### config.mk
export PLATFORM = sky130hd
export DESIGN_NAME = hamming_serial_rx_flat
export DESIGN_NICKNAME = d
export VERILOG_FILES = /design/src/rtl/hamming_pkg.sv /design/src/rtl/hamming_serial_rx_if.sv /design/src/rtl/hamming_correct.sv /design/src/rtl/hamming_serial_rx.sv /design/src/flat_wrapper.sv
export SDC_FILE = /design/constraint.sdc
export NUM_CORES = 1
export LEC_CHECK = 0
export BUFFER_PORTS_ARGS = -buffer_cell sky130_fd_sc_hd__buf_2
export CAP_MARGIN = 30
export CORE_MARGIN = 10
export CORE_UTILIZATION = 57
export DETAILED_ROUTE_END_ITERATION = 8
export PLACE_DENSITY = 0.82
export SLEW_MARGIN = 10
export SYNTH_ARGS = -nofsm -noshare
export SYNTH_HDL_FRONTEND = slang
export SYNTH_HIERARCHICAL = 1
export SYNTH_SLANG_ARGS = --single-unit
### constraint.sdc
create_clock -name clk -period 3.14 [get_ports clk]
set_input_delay 0.628 -clock clk [delete_from_list [all_inputs] [get_ports clk]]
set_output_delay 0.628 -clock clk [all_outputs]
set_load 0.005 [all_outputs]
### src/rtl/hamming_pkg.sv
// Shared Hamming(15,11) definitions for the serial receiver and the parallel decoder.
// Codeword positions are numbered 15:1 and parity bits sit at positions 1, 2, 4 and 8.
package hamming_pkg;
  localparam int CW    = 15;
  localparam int DW    = 11;
  localparam int SYN_W = 4;

  typedef logic [SYN_W-1:0] syn_t;
  typedef logic [CW:1]      cw_t;

  localparam syn_t P1 = 4'd1;
  localparam syn_t P2 = 4'd2;
  localparam syn_t P4 = 4'd4;
  localparam syn_t P8 = 4'd8;

  // Data occupies every non-parity position, highest position first.
  function automatic logic [DW-1:0] extract_data(input cw_t cw);
    return {cw[15:9], cw[7:5], cw[3]};
  endfunction
endpackage

### src/rtl/hamming_serial_rx_if.sv
// Serial input and decoded-word output bundle of the Hamming serial receiver.
// The serial side has valid only; the output transfers when m_valid && m_ready, and m_* hold until then.
interface hamming_serial_rx_if #(
  parameter int CNT_W = 8
);
  logic                       s_valid;
  logic                       s_sof;
  logic                       s_bit;
  logic                       m_valid;
  logic                       m_ready;
  logic [hamming_pkg::DW-1:0] m_data;
  logic                       m_corrected;
  hamming_pkg::syn_t          m_syndrome;
  logic                       overrun;
  logic                       frame_err;
  logic [CNT_W-1:0]           corr_count;

  modport master (
    output s_valid, s_sof, s_bit, m_ready,
    input  m_valid, m_data, m_corrected, m_syndrome, overrun, frame_err, corr_count
  );

  modport slave (
    input  s_valid, s_sof, s_bit, m_ready,
    output m_valid, m_data, m_corrected, m_syndrome, overrun, frame_err, corr_count
  );
endinterface

### src/rtl/hamming_correct.sv
// Combinational single-error corrector: flips the codeword bit named by the syndrome
// and extracts the data field.
module hamming_correct
  import hamming_pkg::*;
(
  input  cw_t           i_cw,
  input  syn_t          i_syn,
  output logic [DW-1:0] o_data,
  output logic          o_corrected
);
  cw_t w_fixed;

  // A zero syndrome never matches a position, so clean words pass unchanged.
  always_comb begin
    w_fixed = i_cw;
    for (int i = 1; i <= CW; i++) begin
      if (i_syn == syn_t'(i)) w_fixed[i] = ~i_cw[i];
    end
  end

  assign o_data      = extract_data(w_fixed);
  assign o_corrected = (i_syn != '0);
endmodule

### src/rtl/hamming_serial_rx.sv
// Bit-serial Hamming(15,11) receiver: accumulates the syndrome as bits arrive, corrects
// on the last bit and holds the decoded word until the consumer takes it.
module hamming_serial_rx
  import hamming_pkg::*;
#(
  parameter int CNT_W = 8
) (
  input  logic                clk,
  input  logic                rst_n,
  hamming_serial_rx_if.slave  bus,
  output logic [0:0]          o_state
);
  localparam logic [0:0] IDLE  = 1'b0;
  localparam logic [0:0] SHIFT = 1'b1;

  logic [0:0]       r_state;
  logic [3:0]       r_pos;
  syn_t             r_syn;
  logic [CW-1:1]    r_cw;
  logic             r_m_valid;
  logic [DW-1:0]    r_m_data;
  syn_t             r_m_syn;
  logic             r_m_corr;
  logic             r_overrun;
  logic             r_frame_err;
  logic [CNT_W-1:0] r_cnt;

  syn_t          w_final_syn;
  cw_t           w_full_cw;
  logic          w_slot_free;
  logic [DW-1:0] w_data;
  logic          w_corr;

  // Bit 15 is still on the wire when the frame completes, so it joins the word here.
  assign w_final_syn = r_syn ^ (bus.s_bit ? 4'd15 : 4'd0);
  assign w_full_cw   = {bus.s_bit, r_cw};
  assign w_slot_free = ~r_m_valid | bus.m_ready;

  hamming_correct u_correct (
    .i_cw        (w_full_cw),
    .i_syn       (w_final_syn),
    .o_data      (w_data),
    .o_corrected (w_corr)
  );

  always_ff @(posedge clk) begin
    if (!rst_n) begin
      r_state     <= IDLE;
      r_pos       <= 4'd1;
      r_syn       <= '0;
      r_cw        <= '0;
      r_m_valid   <= 1'b0;
      r_m_data    <= '0;
      r_m_syn     <= '0;
      r_m_corr    <= 1'b0;
      r_overrun   <= 1'b0;
      r_frame_err <= 1'b0;
      r_cnt       <= '0;
    end else begin
      r_frame_err <= 1'b0;
      if (r_m_valid && bus.m_ready) r_m_valid <= 1'b0;
      if (bus.s_valid) begin
        if (bus.s_sof) begin
          // A start-of-frame always restarts at position 1; mid-frame it also aborts.
          r_frame_err <= (r_state == SHIFT);
          r_state     <= SHIFT;
          r_cw        <= {{(CW-2){1'b0}}, bus.s_bit};
          r_pos       <= 4'd2;
          r_syn       <= bus.s_bit ? 4'd1 : 4'd0;
        end else if (r_state == SHIFT) begin
          if (r_pos == 4'd15) begin
            r_state <= IDLE;
            r_pos   <= 4'd1;
            r_syn   <= '0;
            if (w_slot_free) begin
              r_m_valid <= 1'b1;
              r_m_data  <= w_data;
              r_m_syn   <= w_final_syn;
              r_m_corr  <= w_corr;
              if (w_corr && (r_cnt != {CNT_W{1'b1}})) r_cnt <= r_cnt + 1'b1;
            end else begin
              r_overrun <= 1'b1;
            end
          end else begin
            r_cw[r_pos] <= bus.s_bit;
            r_syn       <= r_syn ^ (bus.s_bit ? r_pos : 4'd0);
            r_pos       <= r_pos + 4'd1;
          end
        end
      end
    end
  end

  assign bus.m_valid     = r_m_valid;
  assign bus.m_data      = r_m_data;
  assign bus.m_syndrome  = r_m_syn;
  assign bus.m_corrected = r_m_corr;
  assign bus.overrun     = r_overrun;
  assign bus.frame_err   = r_frame_err;
  assign bus.corr_count  = r_cnt;
  assign o_state         = r_state;
endmodule

### src/flat_wrapper.sv
// flat-port wrapper written by rule: the top's interface ports become plain ports
module hamming_serial_rx_flat import hamming_pkg::*;
#(
  parameter int CNT_W = 8
)
  (clk, rst_n, o_state, bus_s_valid, bus_s_sof, bus_s_bit, bus_m_ready, bus_m_valid, bus_m_data, bus_m_corrected, bus_m_syndrome, bus_overrun, bus_frame_err, bus_corr_count);
  hamming_serial_rx_if #(.CNT_W(CNT_W)) bus_i ();
  input  logic clk;
  input  logic rst_n;
  output logic [0:0] o_state;
  input wire logic [$bits(bus_i.s_valid)-1:0] bus_s_valid;
  input wire logic [$bits(bus_i.s_sof)-1:0] bus_s_sof;
  input wire logic [$bits(bus_i.s_bit)-1:0] bus_s_bit;
  input wire logic [$bits(bus_i.m_ready)-1:0] bus_m_ready;
  output wire logic [$bits(bus_i.m_valid)-1:0] bus_m_valid;
  output wire logic [$bits(bus_i.m_data)-1:0] bus_m_data;
  output wire logic [$bits(bus_i.m_corrected)-1:0] bus_m_corrected;
  output wire logic [$bits(bus_i.m_syndrome)-1:0] bus_m_syndrome;
  output wire logic [$bits(bus_i.overrun)-1:0] bus_overrun;
  output wire logic [$bits(bus_i.frame_err)-1:0] bus_frame_err;
  output wire logic [$bits(bus_i.corr_count)-1:0] bus_corr_count;
  assign bus_i.s_valid = bus_s_valid;
  assign bus_i.s_sof = bus_s_sof;
  assign bus_i.s_bit = bus_s_bit;
  assign bus_i.m_ready = bus_m_ready;
  assign bus_m_valid = bus_i.m_valid;
  assign bus_m_data = bus_i.m_data;
  assign bus_m_corrected = bus_i.m_corrected;
  assign bus_m_syndrome = bus_i.m_syndrome;
  assign bus_overrun = bus_i.overrun;
  assign bus_frame_err = bus_i.frame_err;
  assign bus_corr_count = bus_i.corr_count;
  hamming_serial_rx #(.CNT_W(CNT_W)) u_core (.clk(clk), .rst_n(rst_n), .bus(bus_i), .o_state(o_state));
endmodule
==> reports/qor.txt, run 1 <==
Status -> finished clean
Inserted Diodes -> 0
Endpoints failing setup -> 0
Post-CTS sizing -> 0
Vias -> 2096
Die area -> 0.007027 mm²
Final Cycle Share -> 80.86%
ANT nets after route -> 0
Clock Latency Late Sink -> 0.30 ns
CP Launch Type -> input pin
Mapped Area -> 0.002322 mm²
Number of global-route vias before repair -> 1997
HPWL after detailed placement -> 3.763 mm
Final Hold Fails -> 0
Max cap viols -> 0
Layout net count -> 303
Router iterations before antenna repair -> 4
First-pass GRT wire length -> 9.542 mm
Final instance area -> 0.002648 mm²
Area Overhead vs Synth -> 14.01%
Worst r2r src -> u_core/r_syn[1]
CP bufs+invs -> 2
RSZ-0062 raised after global routing -> no
Total wire length -> 5.723 mm
Largest net degree at the start of global routing -> 25
Yosys warnings -> 6
Initial DRC count -> 146
Vias/cell -> 6.111
Port Buf Inserts -> 33
Row count -> 23
Slew Limit Headroom -> 52.02%
Initial antenna violation count -> 0
CTS buffer count -> 5
LEAKAGE -> 1.060 nW
Fillers -> 336
PD cells -> 467.2 mW/mm²
Worst EP required -> 3.37 ns
Min cycle time layout -> 2.539 ns
Most common cell on crit path -> or4_1
F_max -> 393.9 MHz
Die H -> 83.83 µm
CTS tree -> done
Worst path max stage delay -> 0.77 ns
Top Family by Delay on Critical Path -> simple AND/OR/NAND/NOR gates
CP Capture Type -> flop
Share of post-route cells with drive strength above 1 -> 19.11%
Final TNS setup -> 0 ns
Worst Min Path Start -> u_core/bus.overrun
HP Class -> reg -> reg
Gp weighted congestion -> 0.8361
Total track usage -> 15.96%
Critical path type -> in -> reg
Die Wd -> 83.83 µm
Worst VDD drop -> 0.2816 mV
Clk root buf -> clkbuf_8
Clk slew on worst S/H paths -> 0.08 ns
Clock skew -> 0.003747 ns
Setup WS post-layout -> 0.6010 ns
Core box area -> 0.003971 mm²
Post-CTS Hold Fix Bufs -> 0
Critical path, cell by cell -> buf_2 > xor2_1 > or4_4 > inv_1 > or4_1 > or4_1 > a21oi_1
Post-CTS Setup Inserts -> 0
Slowest stage cell, crit path -> or4_1
Placed instance area -> 0.002505 mm²
H-tree depth -> 2
I/O pins -> 34
Drt wl/cell -> 16.69 µm
Gr ovfl total -> 0
Post-Syn Area per Cell -> 8.633 µm²
Initial Util -> 58.48%
Clock buffer depth -> 2
DP Worst Slack -> 0.3394 ns
DRC -> 0
Crit Path Max Fanout -> 16
Pins Over Slew Limit -> 0
Critical path arrival -> 2.76 ns
Clock sinks -> 46
Worst Setup SP -> bus_s_bit
Worst-margin pin slew -> 0.7189 ns
Post-synth net total -> 280
Cell count after synthesis -> 269
## worst paths after layout
kind | end | slack, ns | cells past startpoint
max | u_core/bus.corr_count[3] | 0.60 | 7
max reg2reg | u_core/bus.corr_count[3] | 0.78 | 6
min | u_core/bus.overrun | 0.47 | 2
min reg2reg | u_core/bus.overrun | 0.47 | 2
## final cells by class
cell class	instances	area [µm²]	area share [%]
Multi-Input combinational cell	190	1262	47.68
Sequential cell	46	920.9	34.78
Timing Repair Buffer	42	232.7	8.790
Clock buffer	6	82.58	3.119
Tap cell	50	62.56	2.363
Clock inverter	2	60.06	2.268
Inverter	7	26.28	0.9924
## layer usage
| layer | share of wire (%) | global-route usage (%) | wire [µm] | up-vias |
|---|---|---|---|---|
| met5 | 0 | 0 | 0 | - |
| met4 | 1.5 | 5.479 | 84 | 0 |
| met3 | 6.6 | 4.785 | 378 | 11 |
| met2 | 50 | 26.76 | 2839 | 66 |
| met1 | 42 | 18.75 | 2422 | 1009 |
| li1 | - | - | - | 1010 |
## through the flow
stage	instances	hold slack (ns)	utilization [%]	total power, mW
2_1_floorplan	269	0.4604	-	0.6767
3_3_place_gp	335	0.4496	63.08	0.7030
3_5_place_dp	335	0.4533	63.08	0.7067
4_1_cts	343	0.4746	66.67	1.242
5_1_grt	343	0.4961	66.67	1.284
6_report	343	0.4688	66.67	1.237
## placed cells by master, fill, tap and decap left out, types with 2 or more instances in the layout
master	count
a32o_1	3
and4bb_1	3
nand4_1	3
nor4_1	2
nand2b_1	3
nor3_1	4
bufinv_16	2
xnor2_1	5
and4_1	3
clkbuf_8	6
o31ai_1	5
o21a_1	2
nand3_1	15
mux2i_1	16
inv_1	7
dfxtp_1	46
or4_1	4
and4bb_2	3
o21ai_0	17
nand4b_1	4
buf_2	33
a31oi_1	3
a21oi_1	27
nor2_1	23
nor2b_1	3
buf_4	9
xor2_1	10
nand2_1	13
ha_1	5
## state kept, by name, summed over array words and instances, names as in the netlist
name,cells
u_core/r_syn,4
u_core/bus.overrun,1
u_core/bus.corr_count,8
u_core/bus.m_syndrome,4
u_core/r_cw,10
u_core/o_state,1
u_core/r_pos,4
u_core/bus.m_corrected,1
u_core/bus.frame_err,1
u_core/bus.m_data,11
u_core/bus.m_valid,1
## worst min-delay path: cells and delay by family (launching register included)
kind,cells,cell delay (ns)
AND/OR/NAND/NOR,1,0.07
AO/OA/AOI/OAI,1,0.04
flip-flops,1,0.33
## report_power, final
part / leakage [nW] / internal, mW / total (mW) / switching (mW)
logic: 0.617 / 0.0357 / 0.101 / 0.0657
clock network: 0.0714 / 0.339 / 0.540 / 0.200
registers: 0.371 / 0.587 / 0.596 / 0.00861
(Power assumes the default switching activity.)
==> run 2, diff against run 1 <==
- CORE_UTILIZATION: 57 -> 52
- PLACE_DENSITY: 0.82 -> 0.79
- clock period: 3.14 -> 2.3 ns (I/O delays scaled with it)
==> reports/qor.txt, run 2 (synthesis gave the netlist of run 1 again) <==
Status -> finished clean
Initial Util -> 53.33%
Post-CTS Setup Inserts -> 0
Initial DRC count -> 197
Clk slew on worst S/H paths -> 0.08 ns
Power consumption -> 1.460 mW
Endpoints failing setup -> 0
Clock sinks -> 46
Hold EP -> u_core/r_pos[0]
CP Capture Type -> flop
Final instance area -> 0.002764 mm²
I/O pins -> 34
CTS tree -> done
Crit Path Max Fanout -> 7
Die area -> 0.007539 mm²
ANT nets after route -> 0
CP Launch Type -> flop
Clock Latency Late Sink -> 0.29 ns
DRC -> 0
Worst-margin pin slew -> 0.5591 ns
Placed insts -> 350
Setup WS post-layout -> 0.1888 ns
Final non-filler cell total -> 356
Inserted Diodes -> 0
Post-CTS sizing -> 0
Critical path type -> reg -> reg
DP Worst Slack -> -0.08824 ns
RSZ-0062 raised after global routing -> no
H-tree depth -> 2
Total track usage -> 14.86%
Most common cell after layout, fill and taps aside -> dfxtp_1
Share of post-route cells with drive strength above 1 -> 23.36%
Max FFs per register -> 11
R2R cell count -> 8
Gr ovfl total -> 0
Min cycle time layout -> 2.111 ns
Area Overhead vs Synth -> 19.02%
Core box area -> 0.004354 mm²
Die Wd -> 86.83 µm
Final Hold Fails -> 0
Worst Min Path Start -> rst_n
CTS buffer count -> 5
Layout net count -> 316
Worst r2r src -> u_core/r_syn[2]
First-pass GRT wire length -> 9.349 mm
Hold path depth -> 2
Final Cycle Share -> 91.79%
Gp weighted congestion -> 0.8550
F_max -> 473.7 MHz
Port Buf Inserts -> 33
Placed instance area -> 0.002681 mm²
Initial antenna violation count -> 0
LEAKAGE -> 1.105 nW
Worst EP required -> 2.46 ns
Drt wl/cell -> 15.91 µm
PD cells -> 528.2 mW/mm²
Clk root buf -> clkbuf_8
Max cap viols -> 0
Router iterations before antenna repair -> 6
Clock skew -> 0.003957 ns
FF-to-FF End -> u_core/bus.corr_count[4]
Post-CTS Hold Fix Bufs -> 0
Die H -> 86.83 µm
Vias/cell -> 5.913
Pins Over Slew Limit -> 0
Final TNS setup -> 0 ns
Vias -> 2105
HP Class -> in -> reg
HPWL after detailed placement -> 3.966 mm
Row count -> 24
Number of global-route vias before repair -> 1942
Fillers -> 365
Final core occ -> 63.48%
Largest net degree at the start of global routing -> 24
Total wire length -> 5.663 mm
Clock buffer depth -> 2
Worst reg-to-reg setup slack -> 0.19 ns
Slew Limit Headroom -> 62.69%
Worst VDD drop -> 0.2631 mV
Commonest cells after routing, fill and taps aside -> dfxtp_1, buf_2, a21oi_1
Worst hold margin -> 0.4484 ns
Critical path arrival -> 2.27 ns
-- run 2: worst max-delay path by stage --
| stage | start | to | slack, ns | cells after the start |
|---|---|---|---|---|
| final | u_core/r_syn[2] | u_core/bus.corr_count[4] | 0.19 | 8 |
| after global routing | u_core/r_syn[0] | u_core/bus.corr_count[5] | 0.11 | 7 |
| after CTS | u_core/r_syn[2] | u_core/bus.corr_count[4] | 0.21 | 8 |
| after detailed placement | bus_s_bit | u_core/bus.corr_count[4] | -0.09 | 10 |
| after global placement | bus_s_bit | u_core/bus.corr_count[4] | 0.08 | 10 |
| after floorplan | bus_s_bit | u_core/bus.corr_count[2] | 0.02 | 9 |
-- run 2: routing by layer --
metal	track usage (%)	vias up	wire (µm)
met5	0	-	0
met4	5.449	0	61
met3	3.659	7	345
met2	23.65	64	2651
met1	18.87	997	2605
li1	-	1037	-
-- run 2: critical path: stages (launching register included) --
cell and delay, ns:
dfxtp_1 0.45, xor2_4 0.18, or4_4 0.14, inv_1 0.03, or4_1 0.45, buf_4 0.19
buf_4 0.14, o31ai_1 0.29, a21oi_1 0.10
-- run 2: area by class of cell --
cell class              instances  area, µm²  share of cell area [%]
well taps                      52      65.06                   2.354
repair buffers                 55      342.8                   12.40
clock buffers                   6      82.58                   2.988
inverters                       7      26.28                  0.9507
multi-input cells             190       1326                   47.99
flip-flops and latches         46      920.9                   33.32
-- run 2: where the power goes --
group | total, mW | internal, mW | leakage, nW | switching (mW)
clock | 0.490 | 0.232 | 0.0431 | 0.258
combinational | 0.163 | 0.0639 | 0.691 | 0.0992
sequential | 0.807 | 0.802 | 0.371 | 0.00532
total | 1.46 | 1.10 | 1.11 | 0.362
==> run 3, diff against run 2 <==
- CORE_UTILIZATION: 52 -> 45
- PLACE_DENSITY: 0.79 -> 0.7
==> reports/qor.txt, run 3 (synthesis gave the netlist of run 1 again) <==
Status -> finished clean
Max FFs per register -> 11
First-pass GRT wire length -> 9.818 mm
Min cycle time layout -> 2.117 ns
Worst hold margin -> 0.4439 ns
Commonest cells after routing, fill and taps aside -> dfxtp_1, buf_2, a21oi_1
Initial Util -> 46.05%
Placed instance area -> 0.002701 mm²
Critical path type -> reg -> reg
Gr ovfl total -> 0
Max cap viols -> 0
Largest net degree at the start of global routing -> 27
Clock sinks -> 46
CP Capture Type -> flop
Clk slew on worst S/H paths -> 0.08 ns
Clock skew -> 0.009148 ns
Crit Path Max Fanout -> 5
Final TNS setup -> 0 ns
Drt wl/cell -> 14.86 µm
Final core occ -> 55.09%
HP Class -> in -> reg
Core box area -> 0.005042 mm²
Share of post-route cells with drive strength above 1 -> 22.44%
Die area -> 0.008434 mm²
Worst-margin pin slew -> 0.5582 ns
Die Wd -> 91.84 µm
F_max -> 472.5 MHz
Router iterations before antenna repair -> 4
Clock Latency Late Sink -> 0.29 ns
Placed insts -> 366
Worst VDD drop -> 0.3301 mV
Setup WS post-layout -> 0.1834 ns
CTS tree -> done
Post-CTS sizing -> 0
Final Hold Fails -> 0
Initial antenna violation count -> 0
Gp weighted congestion -> 0.8332
CP Launch Type -> flop
Die H -> 91.84 µm
Fillers -> 487
Initial DRC count -> 109
Worst EP required -> 2.53 ns
ANT nets after route -> 0
Vias/cell -> 5.517
Final Cycle Share -> 92.03%
CTS buffer count -> 5
Port Buf Inserts -> 33
Final non-filler cell total -> 373
Number of global-route vias before repair -> 1998
LEAKAGE -> 1.095 nW
Slew Limit Headroom -> 62.50%
DRC -> 0
Endpoints failing setup -> 0
Post-CTS Hold Fix Bufs -> 0
Total wire length -> 5.541 mm
PD cells -> 516.2 mW/mm²
Layout net count -> 314
H-tree depth -> 2
Most common cell after layout, fill and taps aside -> dfxtp_1
Vias -> 2058
Critical path arrival -> 2.34 ns
I/O pins -> 34
HPWL after detailed placement -> 3.911 mm
Power consumption -> 1.434 mW
Clk root buf -> clkbuf_8
Post-CTS Setup Inserts -> 0
DP Worst Slack -> -0.07917 ns
Pins Over Slew Limit -> 0
Clock buffer depth -> 2
Area Overhead vs Synth -> 19.61%
RSZ-0062 raised after global routing -> no
Final instance area -> 0.002778 mm²
Total track usage -> 13.77%
Row count -> 26
Inserted Diodes -> 0
## run 3: worst max-delay path, stage by stage, from the launching register on
cell and delay, ns:
dfxtp_1 0.43, xor2_2 0.17, or4_4 0.14, inv_1 0.03, or4_1 0.53, buf_4 0.21, nor4_1 0.31, mux2i_1 0.22
## run 3: final cells by class
class	count	area (µm²)	area share (%)
clock buffers	7	76.32	2.748
inverters	7	26.28	0.9459
multi-input cells	190	1326	47.75
flip-flops and latches	46	920.9	33.15
well taps	70	87.58	3.153
repair buffers	53	340.3	12.25
## run 3: metal layers
layer  wire length (µm)  vias up  track usage (%)
met5                  0        -                0
met4                 51        0            3.728
met3                269        6            4.238
met2               2606       40            21.39
met1               2613      985            18.06
li1                   -     1027                -
## run 3: final timing paths
| kind | start | endpoint | slack [ns] | cells past startpoint |
|---|---|---|---|---|
| max | u_core/r_syn[0] | u_core/bus.corr_count[5] | 0.18 | 7 |
| min | rst_n | u_core/r_pos[0] | 0.44 | 2 |
| max reg2reg | u_core/r_syn[0] | u_core/bus.corr_count[5] | 0.18 | 7 |
| min reg2reg | u_core/bus.m_corrected | u_core/bus.m_corrected | 0.48 | 2 |
## run 3: report_power, final
| part | switching (mW) | internal [mW] | total [mW] |
|---|---|---|---|
| Clock | 0.258 | 0.210 | 0.468 |
| Combinational | 0.0970 | 0.0625 | 0.160 |
| Sequential | 0.00513 | 0.802 | 0.807 |
| Total | 0.360 | 1.07 | 1.43 |
